File: src/rtl/spdif_sample_feeder.sv
// Stereo PCM feeder for the S/PDIF transmitter: buffers {L,R} frames, serves
// per-channel pop requests with registered single-cycle acks, zero-fills on
// underrun or mute, and counts left-channel underruns.
module spdif_sample_feeder #(
  parameter int unsigned DEPTH_LOG2 = 3,
  parameter int unsigned UCNT_W     = 16
) (
  input  logic                  clk,
  input  logic                  rst_n,
  input  logic                  in_valid_i,
  output logic                  in_ready_o,
  input  logic [47:0]           in_data_i,
  input  logic [1:0]            pop_i,
  output logic [1:0]            ack_o,
  output logic [47:0]           data_o,
  input  logic                  mute_i,
  output logic [DEPTH_LOG2:0]   level_o,
  output logic [UCNT_W-1:0]     underrun_cnt_o,
  input  logic                  clr_i
);

  localparam int unsigned DEPTH = 1 << DEPTH_LOG2;

  localparam logic [DEPTH_LOG2:0]   FULL_LVL = {1'b1, {DEPTH_LOG2{1'b0}}};
  localparam logic [DEPTH_LOG2:0]   LVL_ONE  = {{DEPTH_LOG2{1'b0}}, 1'b1};
  localparam logic [DEPTH_LOG2-1:0] PTR_ONE  = {{(DEPTH_LOG2-1){1'b0}}, 1'b1};
  localparam logic [UCNT_W-1:0]     UCNT_ONE = {{(UCNT_W-1){1'b0}}, 1'b1};

  localparam logic [1:0] ST_IDLE    = 2'd0;
  localparam logic [1:0] ST_SERVE_L = 2'd1;
  localparam logic [1:0] ST_SERVE_R = 2'd2;

  logic [47:0]           mem_q [DEPTH];
  logic [DEPTH_LOG2-1:0] wr_ptr_q, wr_ptr_d;
  logic [DEPTH_LOG2-1:0] rd_ptr_q, rd_ptr_d;
  logic [DEPTH_LOG2:0]   level_q, level_d;
  logic [1:0]            state_q, state_d;
  logic [1:0]            pop_q;
  logic [1:0]            rise;
  logic                  pend_l_q, pend_l_d;
  logic                  pend_r_q, pend_r_d;
  logic                  pend_l_clr, pend_r_clr;
  logic [1:0]            ack_q, ack_d;
  logic [47:0]           data_q, data_d;
  logic [23:0]           hold_r_q, hold_r_d;
  logic [UCNT_W-1:0]     ucnt_q, ucnt_d;
  logic                  push;
  logic                  pop_fifo;
  logic                  fifo_empty;
  logic                  underrun;
  logic [47:0]           head;

  assign fifo_empty = (level_q == '0);
  assign in_ready_o = (level_q != FULL_LVL);
  assign push       = in_valid_i & in_ready_o;
  assign head       = mem_q[rd_ptr_q];
  assign rise       = pop_i & ~pop_q;

  assign ack_o          = ack_q;
  assign data_o         = data_q;
  assign level_o        = level_q;
  assign underrun_cnt_o = ucnt_q;

  // Serve sequencing: pick a pending channel, deliver it, build next outputs.
  always_comb begin
    state_d    = state_q;
    ack_d      = '0;
    data_d     = data_q;
    hold_r_d   = hold_r_q;
    pop_fifo   = 1'b0;
    underrun   = 1'b0;
    pend_l_clr = 1'b0;
    pend_r_clr = 1'b0;
    case (state_q)
      ST_IDLE: begin
        if (pend_l_q) begin
          state_d = ST_SERVE_L;
        end else if (pend_r_q) begin
          state_d = ST_SERVE_R;
        end
      end
      ST_SERVE_L: begin
        pop_fifo = ~fifo_empty;
        underrun = fifo_empty;
        if (mute_i || fifo_empty) begin
          data_d[47:24] = '0;
          hold_r_d      = '0;
        end else begin
          data_d[47:24] = head[47:24];
          hold_r_d      = head[23:0];
        end
        ack_d      = 2'b10;
        pend_l_clr = 1'b1;
        state_d    = ST_IDLE;
      end
      ST_SERVE_R: begin
        data_d[23:0] = hold_r_q;
        ack_d        = 2'b01;
        pend_r_clr   = 1'b1;
        state_d      = ST_IDLE;
      end
      default: state_d = ST_IDLE;
    endcase
    // A fresh rise on the serving edge is a new request, so set beats clear.
    pend_l_d = (pend_l_q & ~pend_l_clr) | rise[0];
    pend_r_d = (pend_r_q & ~pend_r_clr) | rise[1];
  end

  // FIFO pointer and occupancy update.
  always_comb begin
    wr_ptr_d = push     ? wr_ptr_q + PTR_ONE : wr_ptr_q;
    rd_ptr_d = pop_fifo ? rd_ptr_q + PTR_ONE : rd_ptr_q;
    case ({push, pop_fifo})
      2'b10:   level_d = level_q + LVL_ONE;
      2'b01:   level_d = level_q - LVL_ONE;
      default: level_d = level_q;
    endcase
  end

  // Saturating underrun counter; clear wins over an increment.
  always_comb begin
    ucnt_d = ucnt_q;
    if (clr_i) begin
      ucnt_d = '0;
    end else if (underrun && (ucnt_q != '1)) begin
      ucnt_d = ucnt_q + UCNT_ONE;
    end
  end

  // Frame storage; contents are don't-care until written, so no reset.
  always_ff @(posedge clk) begin
    if (push) begin
      mem_q[wr_ptr_q] <= in_data_i;
    end
  end

  // Control and output registers.
  always_ff @(posedge clk or negedge rst_n) begin
    if (!rst_n) begin
      wr_ptr_q <= '0;
      rd_ptr_q <= '0;
      level_q  <= '0;
      state_q  <= ST_IDLE;
      pop_q    <= '0;
      pend_l_q <= 1'b0;
      pend_r_q <= 1'b0;
      ack_q    <= '0;
      data_q   <= '0;
      hold_r_q <= '0;
      ucnt_q   <= '0;
    end else begin
      wr_ptr_q <= wr_ptr_d;
      rd_ptr_q <= rd_ptr_d;
      level_q  <= level_d;
      state_q  <= state_d;
      pop_q    <= pop_i;
      pend_l_q <= pend_l_d;
      pend_r_q <= pend_r_d;
      ack_q    <= ack_d;
      data_q   <= data_d;
      hold_r_q <= hold_r_d;
      ucnt_q   <= ucnt_d;
    end
  end

endmodule

File: config.mk
export PLATFORM = sky130hd
export DESIGN_NAME = spdif_sample_feeder
export DESIGN_NICKNAME = d
export VERILOG_FILES = /design/src/rtl/spdif_sample_feeder.sv
export SDC_FILE = /design/constraint.sdc
export NUM_CORES = 1
export LEC_CHECK = 0
export ABC_AREA = 1
export CAP_MARGIN = 20
export CORE_UTILIZATION = 63
export DETAILED_ROUTE_END_ITERATION = 10
export PLACE_DENSITY = 0.84
export SYNTH_ARGS = -nofsm -noshare
export SYNTH_HDL_FRONTEND = slang
export SYNTH_SLANG_ARGS = --single-unit
File: constraint.sdc
create_clock -name clk -period 6.3 [get_ports clk]
set_input_delay 1.89 -clock clk [delete_from_list [all_inputs] [get_ports clk]]
set_output_delay 1.89 -clock clk [all_outputs]
set_load 0.05 [all_outputs]
Word level (Yosys, flattened, before mapping)

Memory sizes are Yosys's and may differ from the RTL's.
Index checks and enable logic that the tools add are counted.

Bits in latches: 0
Register bits: 106
Memories: 1
RAM bits: 384
Bits in read-only memories: 0
Bits of input ports: 55
Word-level logic and storage cells: 56

Add/subtract/negate cells: 5
Magnitude comparators: 0
Shift operators: 0
Bitwise gates (word level): 10
Div/mod/pow operators: 0
Mux-type cells: 15
Multiply operators: 0
Eq/ne operators: 7
Reduce and logical (&&, ||, !) cells: 6

Memory list:

| memory | depth | bits a word | read ports | clocked after memory_dff | write ports | RTL line | source |
|---|---|---|---|---|---|---|---|
| mem_q  | 8     | 48          | 1          | 0                        | 1           | 33       | `logic [47:0] mem_q [DEPTH];` |

Operators by type and width:

| operator              | number |
|---|---|
| $mux 24               | 2 |
| $mux 16               | 2 |
| $add 16x1->16 const B | 1 |
| $ne 16x16->1 const B  | 1 |
| $pmux 4 s2            | 1 |
| $add 3x1->3 const B   | 2 |
| $mux 1                | 6 |
| $mux 2                | 3 |
| $add 4x1->4 const B   | 1 |
| $eq 2x1->1 const B    | 2 |
| $eq 2x2->1 const B    | 2 |
| $logic_not 4->1       | 1 |
| $ne 4x4->1 const B    | 1 |
| $pmux 2 s2            | 1 |
| $reduce_bool 2->1     | 2 |
| $sub 4x1->4 const B   | 1 |
| $and 1x1->1           | 3 |
| $ne 3x3->1 const B    | 1 |
| $not 1->1             | 3 |
| $and 2x2->2           | 1 |
| $logic_not 2->1       | 1 |
| $not 2->2             | 1 |
| $or 1x1->1            | 2 |
| $logic_and 1x1->1     | 1 |
| $logic_or 1x1->1      | 1 |

Logic depth before layout (Yosys ltp)

Gate-level depths: netlist of the first run.

Word-level depth: 5
Depth in mapped cells: 13

Worst setup path after synthesis of the first run

No wires, ideal clock.

Path type: input -> register
Start: input port in_valid_i
End: memory mem_q[0][0] (enable)
Cell stages on the path: 3
Arrival time: 4.373 ns
Path buffers: 0
Library setup time: 0.454 ns
Setup slack: 1.473 ns
Cell sequence: nand2_1 > or2_2 > nor2_1

Longest elaborated chain between the ends: 3

Ends and longest elaborated chain:

| element                      | RTL line | source |
|---|---|---|
| start: declaration           | 10       | `input logic in_valid_i,` |
| $and 1x1->1                  | 55       | `assign push = in_valid_i & in_ready_o;` |
| $mux 1                       | 132      | `if (push) begin` |
| $mux 1 (not written as such) | 133      | `mem_q[wr_ptr_q] <= in_data_i;` |
| end: declaration             | 33       |  |

Every way passes these cells.

Worst setup path after layout of the first run

Start: input port in_valid_i
End: memory mem_q[0][1] (enable)

The elaborated chain is that of the path after synthesis.

==> results of run 1 <==
## cell usage in the layout, fill, tap and decap left out, types with 3 or more instances in the layout
cell type and count:
bufinv_16 5, dfrtp_1 103, nand4_1 10, nand2_2 3
nor2_1 317, o21ai_0 165, nor2_4 13, xor2_1 6
clkdlybuf4s50_1 124, clkbuf_1 9, o211ai_1 96, o21ai_1 35
clkinv_1 8, edfxtp_1 384, inv_6 3, nand3_1 69
nand2_1 261, inv_1 33, clkbuf_8 9, buf_4 15
clkinv_2 5, ha_1 6, clkbuf_16 49
## layer usage
layer,track usage (%),share of wire (%)
met5,0,0.028
met4,9.865,2.7
met3,4.199,7.9
met2,48.63,51
met1,36.78,39
## worst max-delay path: stages
cell and delay, ns:
clkdlybuf4s50_1 0.46, nand2_1 0.18, or2_2 0.45, nor2_4 0.80, buf_4 0.48
## power breakdown
| part | leakage [nW] | switching, mW | total, mW | internal (mW) |
|---|---|---|---|---|
| Combinational | 2.57 | 2.33 | 3.32 | 0.988 |
| Clock | 0.799 | 1.16 | 2.90 | 1.74 |
| Sequential | 4.87 | 0.377 | 4.48 | 4.10 |
| Total | 8.24 | 3.87 | 10.7 | 6.83 |
## state kept, by name, summed over array words and instances, names as in the netlist
name	cells
pop_q	2
underrun_cnt_o	16
state_q	2
ack_o	2
pend_r_q	1
mem_q	384
data_o	48
rd_ptr_q	3
wr_ptr_q	3
level_o	4
pend_l_q	1
hold_r_q	24
## per-stage QoR
stage / hold slack (ns) / instances
after global placement: 0.4136 / 2045
after detailed placement: 0.4233 / 2045
final: 0.4358 / 2139
after CTS: 0.4369 / 2134
after global routing: 0.4509 / 2138
after floorplan: 0.4093 / 1606
## worst max-delay path by stage
stage	startpoint	end	depth (start not counted)
finish	in_valid_i	mem_q[0][1]	5
global route	in_valid_i	mem_q[2][33]	5
CTS	in_valid_i	mem_q[0][11]	5
detailed placement	in_valid_i	mem_q[2][41]	5
global placement	in_valid_i	mem_q[2][41]	5
floorplan	in_valid_i	mem_q[0][0]	3
## cell families (layout without fill, tap and decap cells)
kind of cell               Yosys count  count (layout)  share of synthesized area, %
AOI/OAI and AO/OA                  299             299                         8.975
adders and majority gates            6               6                        0.3874
DFF                                490             490                         73.19
xor gates and xnor gates             8               8                        0.3616
other                                0               1                             0
buffers and inverters              126             268                         3.138
and+or+nand+nor                    677             677                         13.95
## cell usage after synthesis
cell type / count
dfrtp_1: 106
buf_6: 12
inv_1: 35
buf_2: 18
nand2_2: 3
o211ai_1: 96
a21oi_1: 1
nand2_1: 261
o22ai_1: 2
nor3b_1: 1
nor3_1: 1
o21ai_1: 35
buf_4: 3
nand4_1: 10
buf_1: 10
ha_1: 6
clkbuf_1: 46
nor2_1: 325
edfxtp_1: 384
nor2_2: 2
inv_2: 1
nand3_1: 69
o21ai_0: 165
nor2_4: 4
or2_2: 1
buf_8: 1
xnor2_1: 2
xor2_1: 6
## layout make-up
type	count	area share (%)
flip-flops and latches	490	62.94
multi-input cells	990	20.63
repair buffers	143	6.426
clock buffers	67	6.137
well taps	390	2.164
clock inverters	22	1.065
inverters	36	0.6215
diodes	1	0.01110
==> flow_summary.toml, run 1 <==
[grt]
grt-ovfl-total = 0
grt_max_degree = 145
grt_pass1_wl_um = 67900
grtUsageTotal_pct = 28.24
antenna_found_initial = 2
grt_pass1_vias = 12800

[power]
leakagePower_nw = 8.240
power.total_mw = 10.70
p_per_area_nw_per_um2 = 474.4
vdd_drop_max_v = 0.0003351

[final_layout]
final_util_pct = 75.28
multi_input_area_sq_um = 4652
final_nets = 1770
drive_above_1_share_pct = 6.579
syn_to_final_growth_pct = 16.35
fillers = 1804
seqCellArea_sq_um = 14190
final_cell_area_sq_um = 22550

[critical_path]
regToRegEndpoint = "data_o[29]"
critPathArrivalTime_ns = 4.30
critPathLaunchType = "primary input"
crit_path_end_kind = "flop"
ff2ff_setup_slack_ns = 3.14
reg2reg_from = "rd_ptr_q[0]"
critical_path_required_ns = 6.51
criticalPathCategory = "in2reg"
reg2regPathDepth = 6
path_max_fanout = 27

[min_path]
hold_path_depth = 1
hold_path_startpoint = "pop_q[0]"
hold_class = "reg2reg"
hold_end = "pend_l_q"

[cts]
clockBufferDepth = 3
path_clk_slew_ns = 0.06
htreeDepth = 2
cts_resized = 0
cts_inserted_buffers = 48
post-cts-setup-buffer-count = 0
root_buffer = "clkbuf_16"
cts_hold_buf = 0
cts_tree = "yes"
clkLatencyLatePin_ns = 0.55
cts_sinks = 490

[placed_design]
portBuffers = 125
place_ws_ns = 1.688
hpwl_um = 23890
finalWeightedCongestion = 0.8400
placed_cell_area_sq_um = 20830

[timing]
fmax_ghz = 0.2450
hold_viol = 0
setup-tns-final_ns = 0
finClkSkew_ns = 0.01174
rsz0062_at_grt = "no"
fin_crit_sh_pct = 64.79
postLayoutSetupSlackWorst_ns = 2.218
drv_slew = 0
worstMarginPinSlew_ns = 1.138
setup_violations = 0
max_slew_margin_pct = 24.11
period_minus_slack_ns = 4.082

[yosys]
synth_fp_nets = 1667
yosys.area.top_type = "edfxtp_1"
synth_top_area_share_pct = 59.50
synth_cells = 1606
synth_area_sq_um = 19380
synth.avg_cell_area_sq_um = 12.07
synth_cell_type_count = 28
yosysWarnings = 0
synth_area_leaders = "edfxtp_1, dfrtp_1, nor2_1"
seq_area_frac_synth_pct = 73.19
ys_ff_latch = 490

[detailed_routing]
avgRoutedWirePerCell_um = 20.33
drt-initial-drc-count = 1528
routed_via_density = 6.082
dr_total_vias = 13010
routed_wl_um = 43480
drc = 0
ant_nets = 0
drt_pass1_iterations = 6

[floorplanning]
core-area_sq_um = 29950
rows = 63
ios = 126
die_area_sq_um = 31470
die_w_um = 177.4
die_y_um = 177.4
start_util_pct = 64.70

[status]
status = "finished, final reports clean"

[run]
drv_cap = 0
Power figures use the tool's default switching activity.
==> run 2: changes to the inputs <==
- CORE_UTILIZATION: 63 -> 59
- PLACE_DENSITY: 0.84 -> 0.8
- clock period: 6.3 -> 4.2 ns (I/O delays scaled with it)
==> flow_summary.toml, run 2 (synthesis gave the netlist of run 1 again) <==
[status]
status = "finished, final reports clean"

[power]
power.total_mw = 16.06
vdd_drop_max_v = 0.0005290
leakagePower_nw = 8.264
p_per_area_nw_per_um2 = 707.3

[final_layout]
fillers = 2090
layout_commonest_cell = "edfxtp_1"
mostFrequentLayoutCells = "edfxtp_1, nor2_1, nand2_1, o21ai_0, clkdlybuf4s50_1"
regMostFlops = "mem_q"
syn_to_final_growth_pct = 17.16
final_nets = 1777
largest_reg_flops = 384
drive_above_1_share_pct = 6.887

[grt]
grt-ovfl-total = 0
grt_pass1_wl_um = 68050
grt_max_degree = 91
grt_pass1_vias = 12550
antenna_found_initial = 2
grtUsageTotal_pct = 26.26

[critical_path]
path_max_fanout = 6
crit_path_end_kind = "output pin"
criticalPathCategory = "reg2out"
reg2regPathDepth = 5
crit_chain = "nor2_1 -> nand3_1 -> clkdlybuf4s50_1"
cp_slowest_cell = "clkdlybuf4s50_1"
critical_path_required_ns = 2.94
cp_slowest_stage_delay_ns = 0.72
regToRegEndpoint = "data_o[32]"
critPathLaunchType = "flop"
ff2ff_setup_slack_ns = 1.65
critPathArrivalTime_ns = 2.01
reg2reg_from = "rd_ptr_q[0]"

[floorplanning]
core-area_sq_um = 31960
ios = 126
start_util_pct = 60.63
die_area_sq_um = 33570
rows = 65
die_y_um = 183.2
die_w_um = 183.2

[cts]
root_buffer = "clkbuf_16"
clkLatencyLatePin_ns = 0.57
post-cts-setup-buffer-count = 0
cts_sinks = 490
cts_tree = "yes"
cts_hold_buf = 0
path_clk_slew_ns = 0.06
cts_resized = 0
clockBufferDepth = 3
htreeDepth = 2
cts_inserted_buffers = 49

[timing]
finClkSkew_ns = 0.02133
fin_crit_sh_pct = 77.96
hold_viol = 0
max_slew_margin_pct = 26.82
setup-tns-final_ns = 0
drv_slew = 0
worstMarginPinSlew_ns = 1.096
period_minus_slack_ns = 3.274
setup_violations = 0
rsz0062_at_grt = "no"
fmax_ghz = 0.3054

[detailed_routing]
drc = 0
routed_via_density = 5.832
routed_wl_um = 43180
drt-initial-drc-count = 1557
avgRoutedWirePerCell_um = 19.68
drt_pass1_iterations = 8
dr_total_vias = 12800
ant_nets = 0

[run]
drv_cap = 0

[placed_design]
portBuffers = 125
hpwl_um = 25280
finalWeightedCongestion = 0.8634

[min_path]
hold_path_startpoint = "pend_l_q"
hold_path_depth = 1
hold_class = "reg2reg"
hold_end = "state_q[1]"
[run 2: metal layers]
metal	wire length (um)	vias up	global-route usage, %
li1	-	5868	-
met1	17830	6241	36.47
met2	20840	612	43.01
met3	3593	74	4.190
met4	920	0	8.267
met5	0	-	0
[run 2: final cells by class]
class | count | area [sq um] | share of cell area [%]
clock inverters | 25 | 306.5 | 1.350
well taps | 435 | 544.3 | 2.397
flip-flops and latches | 490 | 14190 | 62.51
repair buffers | 149 | 1508 | 6.641
clock buffers | 67 | 1355 | 5.969
inverters | 36 | 140.1 | 0.6172
diodes | 2 | 5.005 | 0.02204
multi-input cells | 990 | 4652 | 20.49
[run 2: worst max-delay path, delay by kind of cell, from the launching register on]
| kind | cells | cell delay, ns |
|---|---|---|
| flip-flops | 1 | 0.43 |
| buffers and inverters | 1 | 0.72 |
| AND/OR/NAND/NOR | 2 | 0.31 |
[run 2: report_power, final]
group / internal [mW] / switching [mW]
sequential: 6.15 / 0.489
combinational: 1.47 / 3.53
clock: 2.64 / 1.78
[run 2: worst max path at each step]
| stage | slack (ns) | depth (start not counted) | endpoint | from |
|---|---|---|---|---|
| 6_report | 0.93 | 3 | in_ready_o | level_o[1] |
| 2_1_floorplan | -0.09 | 5 | mem_q[0][0] | level_o[1] |
| 5_1_grt | 0.84 | 3 | in_ready_o | level_o[1] |
| 3_5_place_dp | 0.83 | 5 | mem_q[6][28] | in_valid_i |
| 3_3_place_gp | 0.89 | 5 | mem_q[0][28] | in_valid_i |
| 4_1_cts | 0.91 | 3 | in_ready_o | level_o[1] |
[run 2: per-stage QoR]
stage	hold WS [ns]	util, %	worst slack [ns]	area [sq um]	std cells
finish	0.4292	71.03	0.9256	22700	2194
global route	0.4467	71.03	0.8382	22700	2194
CTS	0.4322	71.02	0.9066	22700	2192
detailed placement	0.4242	65.82	0.8281	21040	2100
global placement	0.4149	65.82	0.8913	21040	2100
floorplan	0.4093	-	-0.09076	19380	1606
